### src/rtl/interrupt_controller.sv
// interrupt_controller: interrupt scheduler for the 8051 core.
// Polls five sources at qualified instruction boundaries and raises a
// hardware LCALL request toward control_unit. Tracks high/low in-service
// levels until RETI.
// Build option: define INT_PRIORITY_EN for two-level priority with nesting;
// without it, ip is ignored and any active handler blocks polling.
//
// state | meaning
// ------+--------------------------------------------------------------
// IDLE  | no request outstanding; polls at unblocked instruction boundaries
// REQ   | request committed; int_req/vector_addr held until int_ack
module interrupt_controller #(
  parameter int          NUM_SRC       = 5,
  parameter logic [15:0] VECTOR_BASE   = 16'h0003,
  parameter int          VECTOR_STRIDE = 8
) (
  input  logic               clock,
  input  logic               reset,
  input  logic [NUM_SRC-1:0] src_req,
  input  logic [7:0]         ie,
  input  logic [NUM_SRC-1:0] ip,
  input  logic               instr_boundary,
  input  logic               block_poll,
  input  logic               reti,
  input  logic               int_ack,
  output logic               int_req,
  output logic [15:0]        vector_addr,
  output logic [NUM_SRC-1:0] clr_flag,
  output logic [1:0]         in_service
);

  localparam int IDXW = (NUM_SRC > 1) ? $clog2(NUM_SRC) : 1;

  localparam logic [0:0] IDLE = 1'b0;
  localparam logic [0:0] REQ  = 1'b1;

  logic [0:0]         state;
  logic [IDXW-1:0]    lat_idx;
  logic               lat_lvl;

  logic [NUM_SRC-1:0] elig;
  logic [NUM_SRC-1:0] hi_cand;
  logic [NUM_SRC-1:0] lo_cand;
  logic               hi_found;
  logic               lo_found;
  logic [IDXW-1:0]    hi_idx;
  logic [IDXW-1:0]    lo_idx;
  logic               win_found;
  logic               win_lvl;
  logic [IDXW-1:0]    win_idx;
  logic               poll;
  logic               ack_take;
  logic [1:0]         is_after_reti;
  logic [1:0]         is_set_mask;
  logic               unused_ok;

  // Bits of ie/ip that some builds never look at.
  assign unused_ok = ^{ie, ip};

  assign elig = src_req & ie[NUM_SRC-1:0] & {NUM_SRC{ie[7]}};

`ifdef INT_PRIORITY_EN
  // High level may preempt a low handler; low level needs nothing in service.
  assign hi_cand = in_service[1] ? '0 : (elig & ip);
  assign lo_cand = (in_service == 2'b00) ? (elig & ~ip) : '0;
`else
  // Single level: everything is low priority, and any handler blocks polling.
  assign hi_cand = '0;
  assign lo_cand = in_service[0] ? '0 : elig;
`endif

  // Lowest-index high-level candidate.
  always_comb begin
    hi_found = 1'b0;
    hi_idx   = '0;
    for (int i = NUM_SRC - 1; i >= 0; i--) begin
      if (hi_cand[i]) begin
        hi_found = 1'b1;
        hi_idx   = IDXW'(i);
      end
    end
  end

  // Lowest-index low-level candidate.
  always_comb begin
    lo_found = 1'b0;
    lo_idx   = '0;
    for (int i = NUM_SRC - 1; i >= 0; i--) begin
      if (lo_cand[i]) begin
        lo_found = 1'b1;
        lo_idx   = IDXW'(i);
      end
    end
  end

  assign win_found = hi_found | lo_found;
  assign win_lvl   = hi_found;
  assign win_idx   = hi_found ? hi_idx : lo_idx;

  assign poll     = (state == IDLE) && instr_boundary && !block_poll;
  assign ack_take = (state == REQ) && int_ack;

  // RETI retires the innermost level; a same-edge ack then sets its level.
  always_comb begin
    is_after_reti = in_service;
    if (reti) begin
      if (in_service[1]) is_after_reti[1] = 1'b0;
      else               is_after_reti[0] = 1'b0;
    end
    is_set_mask = 2'b00;
    if (ack_take) is_set_mask = lat_lvl ? 2'b10 : 2'b01;
  end

  // Request FSM, committed vector and one-cycle flag clear.
  always_ff @(posedge clock or posedge reset) begin
    if (reset) begin
      state       <= IDLE;
      int_req     <= 1'b0;
      vector_addr <= '0;
      clr_flag    <= '0;
      lat_idx     <= '0;
      lat_lvl     <= 1'b0;
    end else begin
      clr_flag <= '0;
      case (state)
        IDLE: begin
          if (poll && win_found) begin
            state       <= REQ;
            int_req     <= 1'b1;
            vector_addr <= VECTOR_BASE + 16'(win_idx) * 16'(VECTOR_STRIDE);
            lat_idx     <= win_idx;
            lat_lvl     <= win_lvl;
          end
        end
        REQ: begin
          if (int_ack) begin
            state    <= IDLE;
            int_req  <= 1'b0;
            clr_flag <= NUM_SRC'(1) << lat_idx;
          end
        end
        default: state <= IDLE;
      endcase
    end
  end

  // In-service tracking: clear on RETI, set on acknowledged grant.
  always_ff @(posedge clock or posedge reset) begin
    if (reset) begin
      in_service <= 2'b00;
    end else begin
      in_service <= is_after_reti | is_set_mask;
    end
  end

endmodule

### config.mk
export PLATFORM = sky130hd
export DESIGN_NAME = interrupt_controller
export DESIGN_NICKNAME = d
export VERILOG_FILES = /design/src/rtl/interrupt_controller.sv
export SDC_FILE = /design/constraint.sdc
export NUM_CORES = 1
export LEC_CHECK = 0
export ABC_AREA = 1
export ABC_CLOCK_PERIOD_IN_PS = 1200
export BUFFER_PORTS_ARGS = -buffer_cell sky130_fd_sc_hd__buf_2
export CORE_MARGIN = 2
export CORE_UTILIZATION = 38
export DETAILED_ROUTE_END_ITERATION = 10
export GPL_TIMING_DRIVEN = 0
export MAX_ROUTING_LAYER = met4
export PLACE_DENSITY = 0.8
export SYNTH_ARGS = -nofsm -noshare
export SYNTH_HDL_FRONTEND = slang
export SYNTH_SLANG_ARGS = --single-unit
export TNS_END_PERCENT = 100
### constraint.sdc
create_clock -name clock -period 1.2 [get_ports clock]
set_input_delay 0.12 -clock clock [delete_from_list [all_inputs] [get_ports clock]]
set_output_delay 0.12 -clock clock [all_outputs]
set_load 0.005 [all_outputs]
==> tab_implementation.tex, run 1 <==
\begin{tabular}{lr}
\hline
Metric & Value \\
\hline
\multicolumn{2}{l}{\textbf{Outcome}} \\
\quad Outcome & completed \\
\multicolumn{2}{l}{\textbf{STA}} \\
\quad Minimum clock period after layout & 1.11 ns \\
\quad Layout Skew & $\sim$0.007 ns \\
\quad Final setup violation count & 0 \\
\quad Slack of the critical path & 0.0901 ns \\
\quad Final max-slew violation count & 0 \\
\quad Worst hold slack across all endpoints & roughly 0.041 ns \\
\quad Share of the clock period used by the worst path & 92.5\% \\
\quad Fmax & 901 MHz \\
\quad Final number of hold-violating endpoints & 0 \\
\multicolumn{2}{l}{\textbf{Synthesis}} \\
\quad Syn Inst Count & 73 \\
\quad Synth async-reset ratio & 100\% \\
\quad Count of flip-flops with a built-in enable after synthesis & 0 \\
\quad Post-Synthesis Cell Area & 634 µm² \\
\quad Cell type contributing the most total cell area after synthesis & dfrtp\_1 \\
\quad Share of the synthesized area in the top cell type & 47.3\% \\
\quad Leading cell types by count after synthesis & nand2\_1, buf\_4, dfrtp\_1 \\
\quad Top\_reg\_cell synth & dfrtp\_1 \\
\quad Seq/Total Area, Yosys & a little under half \\
\quad Number of unique standard cell types used by synthesis & 18 \\
\quad Total number of yosys warnings & 0 \\
\quad Per-instance average area after synthesis & between 8 and 9 µm² \\
\quad Number of storage elements in the synthesis netlist & 12 \\
\quad Leading cell types by total area after synthesis & dfrtp\_1, buf\_4, nand2\_1 \\
\quad Most common cell in the synthesized netlist & nand2\_1 \\
\multicolumn{2}{l}{\textbf{Placement}} \\
\quad Cell area after placement & 836 µm² \\
\quad Detailed Place HPWL & 968 µm \\
\quad Number of placed cells counting well taps & approximately 130 \\
\quad RePlAce Congestion & 0.744 \\
\quad Setup Slack @ Placement & 0.0469 ns \\
\quad Count of input and output buffers & 28 \\
\multicolumn{2}{l}{\textbf{Critical path}} \\
\quad CP cell instances & inv\_2 -> nand2\_2 -> nor2\_4 -> nand2\_2 -> or2\_0 -> nand2\_1 \\
\quad Critical path startpoint & state\$\_DFF\_PP0\_ \\
\quad Buf+Inv Stages, Crit Path & 1 \\
\quad Critical Path Most Common Cell & nand2\_2 \\
\quad Startpoint Class & register \\
\quad Arrival time at the worst endpoint & 1.31 ns \\
\quad Setup crit end kind & register \\
\quad CP required & $\sim$1.4 ns \\
\quad Count of cell instances traversed by the critical path & 6 \\
\quad Critical register-to-register path startpoint & state\$\_DFF\_PP0\_ \\
\quad Number of cells traversed by the worst register-to-register path & 6 \\
\quad Cell family with most CP delay & simple AND/OR/NAND/NOR gates \\
\quad Maximum cell stage delay along the critical path & 0.40 ns \\
\quad Worst setup slack for register-to-register paths & 0.09 ns \\
\quad Highest net fanout along the worst path & 7 \\
\quad Category of the critical setup timing path & register to register \\
\quad Slowest stage cell, crit path & dfrtp\_1 \\
\multicolumn{2}{l}{\textbf{Layout}} \\
\quad Final cell count without fillers & 134 \\
\quad Share of layout cells above drive strength 1 & 47.5\% \\
\quad Number of filler instances in the final layout & 154 \\
\quad Growth of design area from synthesis to finish & 42.4\% \\
\quad Post-route cell area & 903 µm² \\
\quad Antenna diode instance count & 0 \\
\quad Total Nets Final & 143 \\
\quad Area of the multi-input gates & 265 µm² \\
\quad Seq. cell area & 300 µm² \\
\multicolumn{2}{l}{\textbf{Route}} \\
\quad Total wire length & 1.21 mm \\
\quad Antenna Violating Nets Remaining & 0 \\
\quad Post-detailed-route via-to-cell ratio & 4.28 \\
\quad Number of iterations in the first detailed-routing pass & 2 \\
\quad Overall via count from detail\_route & $\sim$570 \\
\quad \# DRC & 0 \\
\quad Detailed router's first-iteration violation count & 3 \\
\quad Routed WL per cell & 8.99 µm \\
\multicolumn{2}{l}{\textbf{GRT}} \\
\quad Initial antenna violation count & 0 \\
\quad Residual overflow from global routing & 0 \\
\quad Pin count of the biggest net entering global routing & 13 \\
\quad Overall Global Routing Usage & 13.3\% \\
\quad Vias in the first global route & 502 \\
\quad Wire length of the first global-routing pass & $\sim$1.9 mm \\
\multicolumn{2}{l}{\textbf{Clock network}} \\
\quad Depth of the CTS H-tree & 1 \\
\quad Clock network latency to the later pin of the worst-skew pair & $\sim$0.27 ns \\
\quad Num CTS Buffers & 3 \\
\quad Clock tree from TritonCTS & built \\
\quad Clock Tree Root & clkbuf\_4 \\
\quad Reg clk slew, reported paths & 0.07 ns \\
\quad Clock Tree Buf Depth & 2 \\
\quad TritonCTS sink count & 12 \\
\multicolumn{2}{l}{\textbf{Pwr}} \\
\quad Worst supply voltage drop on vdd & between 0.4 and 0.5 mV \\
\quad Ratio of total power to cell area & $\sim$1200 nW/µm² \\
\quad Leakage dissipation & 0.528 nW \\
\multicolumn{2}{l}{\textbf{Run}} \\
\quad Max-cap violations & 0 \\
\multicolumn{2}{l}{\textbf{Worst hold path}} \\
\quad Number of cells traversed by the worst hold path & 2 \\
\quad Beginning of the worst hold path & reti \\
\quad Worst min-delay path class & primary input to register \\
\multicolumn{2}{l}{\textbf{Floorplan}} \\
\quad Rows & 14 \\
\quad Die Outline Area & 2010 µm² \\
\quad Boundary pin count & 48 \\
\quad Effective utilization at floorplan & 41.2\% \\
\quad Placeable core region & 1540 µm² \\
\quad Die height & 44.9 µm \\
\quad X dimension of the die & 44.9 µm \\
\hline
\end{tabular}
area by class of cell:
cell class / count / area share, %
sequential: 12 / 33.2
multi-input combinational: 52 / 29.4
timing repair buffer: 30 / 17.5
inverter: 7 / 2.91
buffer: 13 / 10.8
tap: 16 / 2.22
clock buffer: 4 / 4.02
worst paths after layout:
| path | end |
|---|---|
| worst max-delay path | lat_idx[1]$_DFFE_PP0P_ |
| worst min-delay path | in_service[0]$_DFF_PP0_ |
| worst max register to register | lat_idx[1]$_DFFE_PP0P_ |
| worst min register to register | int_req$_DFFE_PP0P_ |
| max in group asynchronous | lat_idx[1]$_DFFE_PP0P_ |
| min in group asynchronous | state$_DFF_PP0_ |
flip-flops by register name, indices dropped and copies added, names as in the netlist:
register     cells
clr_flag         5
in_service       1
int_req          1
lat_idx          3
state            1
vector_addr      1
timing repair:
action | CTS | global route
hold buffers | 1 | 0
endpoints found under the hold margin | 12 | 0
buffers inserted | 0 | 1
resized for setup | 0 | 4
endpoints found under the setup margin | 0 | 4
per-stage QoR:
step / TNS, ns / util (%) / power, mW
after floorplan: 0 / - / 0.674
after global placement: 0 / 54.2 / 0.775
after CTS: 0 / 57.2 / 1.09
after detailed placement: 0 / 54.2 / 0.782
final: 0 / 58.6 / 1.09
after global routing: -0.00858 / 58.6 / 1.17
placed cells by master (no fill, tap or decap), drive strengths merged:
| cell type | instances |
|---|---|
| inv | 7 |
| clkbuf | 4 |
| buf | 42 |
| nand4 | 5 |
| nand3 | 2 |
| dfrtp | 12 |
| o2111ai | 1 |
| dlygate4sd3 | 1 |
| or2 | 1 |
| nor2 | 4 |
| a21oi | 4 |
| nor4 | 2 |
| conb | 12 |
| o21ai | 1 |
| nor3 | 3 |
| nand2 | 17 |
metal layers:
| layer | GRT usage, % | vias up | share of wire (%) |
|---|---|---|---|
| li1 | - | 306 | - |
| met1 | 14.9 | 238 | 41 |
| met2 | 22.3 | 28 | 48 |
| met3 | 2.40 | 2 | 9.8 |
| met4 | 7.06 | 0 | 0.75 |
| met5 | - | - | 0 |
cell families (layout without fill, tap and decap cells):
logic type | after synthesis | count (layout) | synth area share [%]
AOI/OAI and AO/OA | 6 | 6 | 5.92
buffers and inverters | 20 | 54 | 19.5
DFF | 12 | 12 | 47.3
other | 1 | 12 | 0.591
and+or+nand+nor | 34 | 34 | 26.6
power by group:
group / switching, mW / leakage, nW / internal [mW]
Sequential: 0.0526 / 0.155 / 0.462
Clock: 0.124 / 0.0210 / 0.184
Combinational: 0.139 / 0.351 / 0.132
No activity file was read; power rests on OpenSTA's default activity.
==> inputs of run 2 (changes only) <==
--- a/config.mk
+++ b/config.mk
@@ -6,14 +6,14 @@
 export NUM_CORES = 1
 export LEC_CHECK = 0
 export ABC_AREA = 1
-export ABC_CLOCK_PERIOD_IN_PS = 1200
+export ABC_CLOCK_PERIOD_IN_PS = 950
 export BUFFER_PORTS_ARGS = -buffer_cell sky130_fd_sc_hd__buf_2
 export CORE_MARGIN = 2
-export CORE_UTILIZATION = 38
+export CORE_UTILIZATION = 34
 export DETAILED_ROUTE_END_ITERATION = 10
 export GPL_TIMING_DRIVEN = 0
 export MAX_ROUTING_LAYER = met4
-export PLACE_DENSITY = 0.8
+export PLACE_DENSITY = 0.76
 export SYNTH_ARGS = -nofsm -noshare
 export SYNTH_HDL_FRONTEND = slang
 export SYNTH_SLANG_ARGS = --single-unit
==> constraint.sdc (replaced) <==
create_clock -name clock -period 0.95 [get_ports clock]
set_input_delay 0.095 -clock clock [delete_from_list [all_inputs] [get_ports clock]]
set_output_delay 0.095 -clock clock [all_outputs]
set_load 0.005 [all_outputs]
==> tab_implementation.tex, run 2 (synthesized netlist as in run 1, its figures left out) <==
\begin{tabular}{lr}
\hline
Metric & Value \\
\hline
\multicolumn{2}{l}{\textbf{Floorplan}} \\
\quad Die height & 47.2 µm (was 44.9 µm) \\
\quad Rows & 15 (was 14) \\
\quad Boundary pin count & 48 (unchanged) \\
\quad X dimension of the die & 47.2 µm (was 44.9 µm) \\
\quad Die Outline Area & 2230 µm² (was 2010 µm²) \\
\quad Effective utilization at floorplan & 36.3\% (was 41.2\%) \\
\quad Placeable core region & 1750 µm² (was 1540 µm²) \\
\multicolumn{2}{l}{\textbf{Clock network}} \\
\quad Num CTS Buffers & 3 (unchanged) \\
\quad Reg clk slew, reported paths & 0.06 ns (was 0.07 ns) \\
\quad Clock network latency to the later pin of the worst-skew pair & 0.26 ns (was 0.27 ns) \\
\quad Clock Tree Root & clkbuf\_4 (unchanged) \\
\quad TritonCTS sink count & 12 (unchanged) \\
\quad Clock Tree Buf Depth & 2 (unchanged) \\
\quad Clock tree from TritonCTS & built (unchanged) \\
\quad Depth of the CTS H-tree & 1 (unchanged) \\
\multicolumn{2}{l}{\textbf{Pwr}} \\
\quad Leakage dissipation & 0.534 nW (was 0.528 nW) \\
\quad Power spent charging and discharging nets & 0.431 mW (was 0.315 mW) \\
\quad Sw frac & 31.7\% (was 28.8\%) \\
\quad Ratio of total power to cell area & 1450 nW/µm² (was 1210 nW/µm²) \\
\quad Combinational fraction of design power & 29.7\% (was 24.8\%) \\
\quad Cell-internal power & 0.931 mW (was 0.779 mW) \\
\quad Worst supply voltage drop on vdd & 0.498 mV (was 0.467 mV) \\
\quad Clock group share of total power & 21.0\% (was 28.1\%) \\
\quad Share of total power in sequential cells & 49.3\% (was 47.1\%) \\
\multicolumn{2}{l}{\textbf{Placement}} \\
\quad Detailed Place HPWL & 1.03 mm (was 968 µm) \\
\quad RePlAce Congestion & 0.746 (was 0.744) \\
\quad Count of input and output buffers & 28 (unchanged) \\
\multicolumn{2}{l}{\textbf{Layout}} \\
\quad Share of layout cells above drive strength 1 & 51.3\% (was 47.5\%) \\
\quad Largest regs & clr\_flag x5, lat\_idx x3 (unchanged) \\
\quad Growth of design area from synthesis to finish & 48.5\% (was 42.4\%) \\
\quad Most frequent cells in the layout & buf\_2, buf\_4, nand2\_1, conb\_1, dfrtp\_1 (unchanged) \\
\quad Max reg flops & 5 (unchanged) \\
\quad Most common cell after layout, fill and taps aside & buf\_2 (unchanged) \\
\quad Total Nets Final & 143 (unchanged) \\
\quad Top register by number of flip-flops & clr\_flag (unchanged) \\
\quad Antenna diode instance count & 0 (unchanged) \\
\quad Utilization of the core after routing & 54.0\% (was 58.6\%) \\
\multicolumn{2}{l}{\textbf{GRT}} \\
\quad Pin count of the biggest net entering global routing & 13 (unchanged) \\
\quad Residual overflow from global routing & 0 (unchanged) \\
\quad Wire length of the first global-routing pass & 2.07 mm (was 1.90 mm) \\
\quad Vias in the first global route & 507 (was 502) \\
\quad Initial antenna violation count & 0 (unchanged) \\
\quad Overall Global Routing Usage & 13.7\% (was 13.3\%) \\
\multicolumn{2}{l}{\textbf{Critical path}} \\
\quad Category of the critical setup timing path & register to register (unchanged) \\
\quad Number of cells traversed by the worst register-to-register path & 6 (unchanged) \\
\quad CP required & 1.15 ns (was 1.40 ns) \\
\quad Worst setup slack for register-to-register paths & -0.14 ns (was 0.09 ns) \\
\quad Highest net fanout along the worst path & 8 (was 7) \\
\quad Critical register-to-register path startpoint & in\_service[0]\$\_DFF\_PP0\_ (was state\$\_DFF\_PP0\_) \\
\quad Worst R2R End & lat\_idx[1]\$\_DFFE\_PP0P\_ (unchanged) \\
\quad Arrival time at the worst endpoint & 1.28 ns (was 1.31 ns) \\
\quad Startpoint Class & register (unchanged) \\
\quad End point of the critical path & lat\_idx[1]\$\_DFFE\_PP0P\_ (unchanged) \\
\quad Setup crit end kind & register (unchanged) \\
\quad Critical path startpoint & in\_service[0]\$\_DFF\_PP0\_ (was state\$\_DFF\_PP0\_) \\
\multicolumn{2}{l}{\textbf{Route}} \\
\quad Number of iterations in the first detailed-routing pass & 4 (was 2) \\
\quad Detailed router's first-iteration violation count & 9 (was 3) \\
\quad Total wire length & 1.39 mm (was 1.21 mm) \\
\quad Antenna Violating Nets Remaining & 0 (unchanged) \\
\quad Overall via count from detail\_route & 581 (was 574) \\
\quad Post-detailed-route via-to-cell ratio & 4.09 (was 4.28) \\
\quad Routed WL per cell & 9.77 µm (was 8.99 µm) \\
\quad \# DRC & 0 (unchanged) \\
\multicolumn{2}{l}{\textbf{Outcome}} \\
\quad Outcome & finished with violations (was completed) \\
\quad Violated checks & setup timing \\
\multicolumn{2}{l}{\textbf{STA}} \\
\quad Final max-slew violation count & 0 (unchanged) \\
\quad Fmax & 921 MHz (was 901 MHz) \\
\quad Final setup violation count & 9 (was 0) \\
\quad Final number of hold-violating endpoints & 0 (unchanged) \\
\quad Total negative setup slack & -0.513 ns (was 0 ns) \\
\quad Minimum clock period after layout & 1.09 ns (was 1.11 ns) \\
\quad Layout Skew & 0.00258 ns (was 0.00688 ns) \\
\quad Share of the clock period used by the worst path & 114\% (was 92.5\%) \\
\quad Slack of the critical path & -0.135 ns (was 0.0901 ns) \\
\quad Unrepaired setup endpoints after global routing & true \\
\multicolumn{2}{l}{\textbf{Run}} \\
\quad Max-cap violations & 0 (unchanged) \\
\multicolumn{2}{l}{\textbf{Worst hold path}} \\
\quad Worst min-delay path class & primary input to register (unchanged) \\
\hline
\end{tabular}
-- run 2: cell count changes in the layout (fill, tap and decap cells not counted), sizes merged --
cell	delta
clkbuf	-1
-- run 2: area by class of cell --
type | count | area, µm²
inverters | 7 | 26.3
clock buffers | 3 | 22.5
repair buffers | 31 | 171
well taps | 25 | 31.3
flip-flops and latches | 12 | 302
plain buffers | 12 | 90.1
fillers | 184 | 803
multi-input cells | 52 | 299
-- run 2: per-stage QoR --
step	std cells	instance area, µm²	power [mW]	hold slack (ns)	worst slack (ns)
after detailed placement	137	858	1.00	0.117	-0.143
after global placement	137	858	0.988	0.102	-0.122
after floorplan	84	687	0.859	-0.0403	-0.0931
after global routing	142	942	1.48	0.00263	-0.218
after CTS	142	901	1.31	0.0199	-0.139
final	142	942	1.36	0.0290	-0.135
-- run 2: power groups by stage --
stage	Sequential [mW]	Combinational (mW)	Clock [mW]
3_3_place_gp	0.661	0.327	0
3_5_place_dp	0.665	0.340	0
4_1_cts	0.655	0.356	0.295
6_report	0.672	0.404	0.286
5_1_grt	0.691	0.456	0.330
2_1_floorplan	0.661	0.198	0
-- run 2: per-layer routing --
layer	vias up	GRT usage [%]	part of all wire, %
met5	-	-	0
met4	0	6.11	0.79
met3	2	3.85	8.1
met2	25	21.9	52
met1	249	15.8	39
li1	305	-	-
-- run 2: what timing repair did --
action	4_1_cts	5_1_grt
gates resized for setup	1	8
setup buffers	2	0
hold buffers	1	0
hold endpoints to repair	12	0
endpoints found under the setup margin	7	11
gates cloned	0	0
-- run 2: worst min-delay path by stage --
stage / depth (start not counted) / start / to
final: 2 / reti / in_service[0]$_DFF_PP0_
after global routing: 2 / reti / in_service[0]$_DFF_PP0_
after CTS: 2 / reti / in_service[0]$_DFF_PP0_
after detailed placement: 2 / reset / clr_flag[3]$_DFF_PP0_
after global placement: 2 / reset / clr_flag[3]$_DFF_PP0_
after floorplan: 1 / reset / clr_flag[0]$_DFF_PP0_
-- run 2: critical path, cell delays in order, from the launching register on --
cell,delay [ns]
dfrtp_1,0.38
inv_2,0.08
nand2_4,0.07
a21oi_4,0.14
nand2_4,0.09
or2_0,0.20
nand2_1,0.06
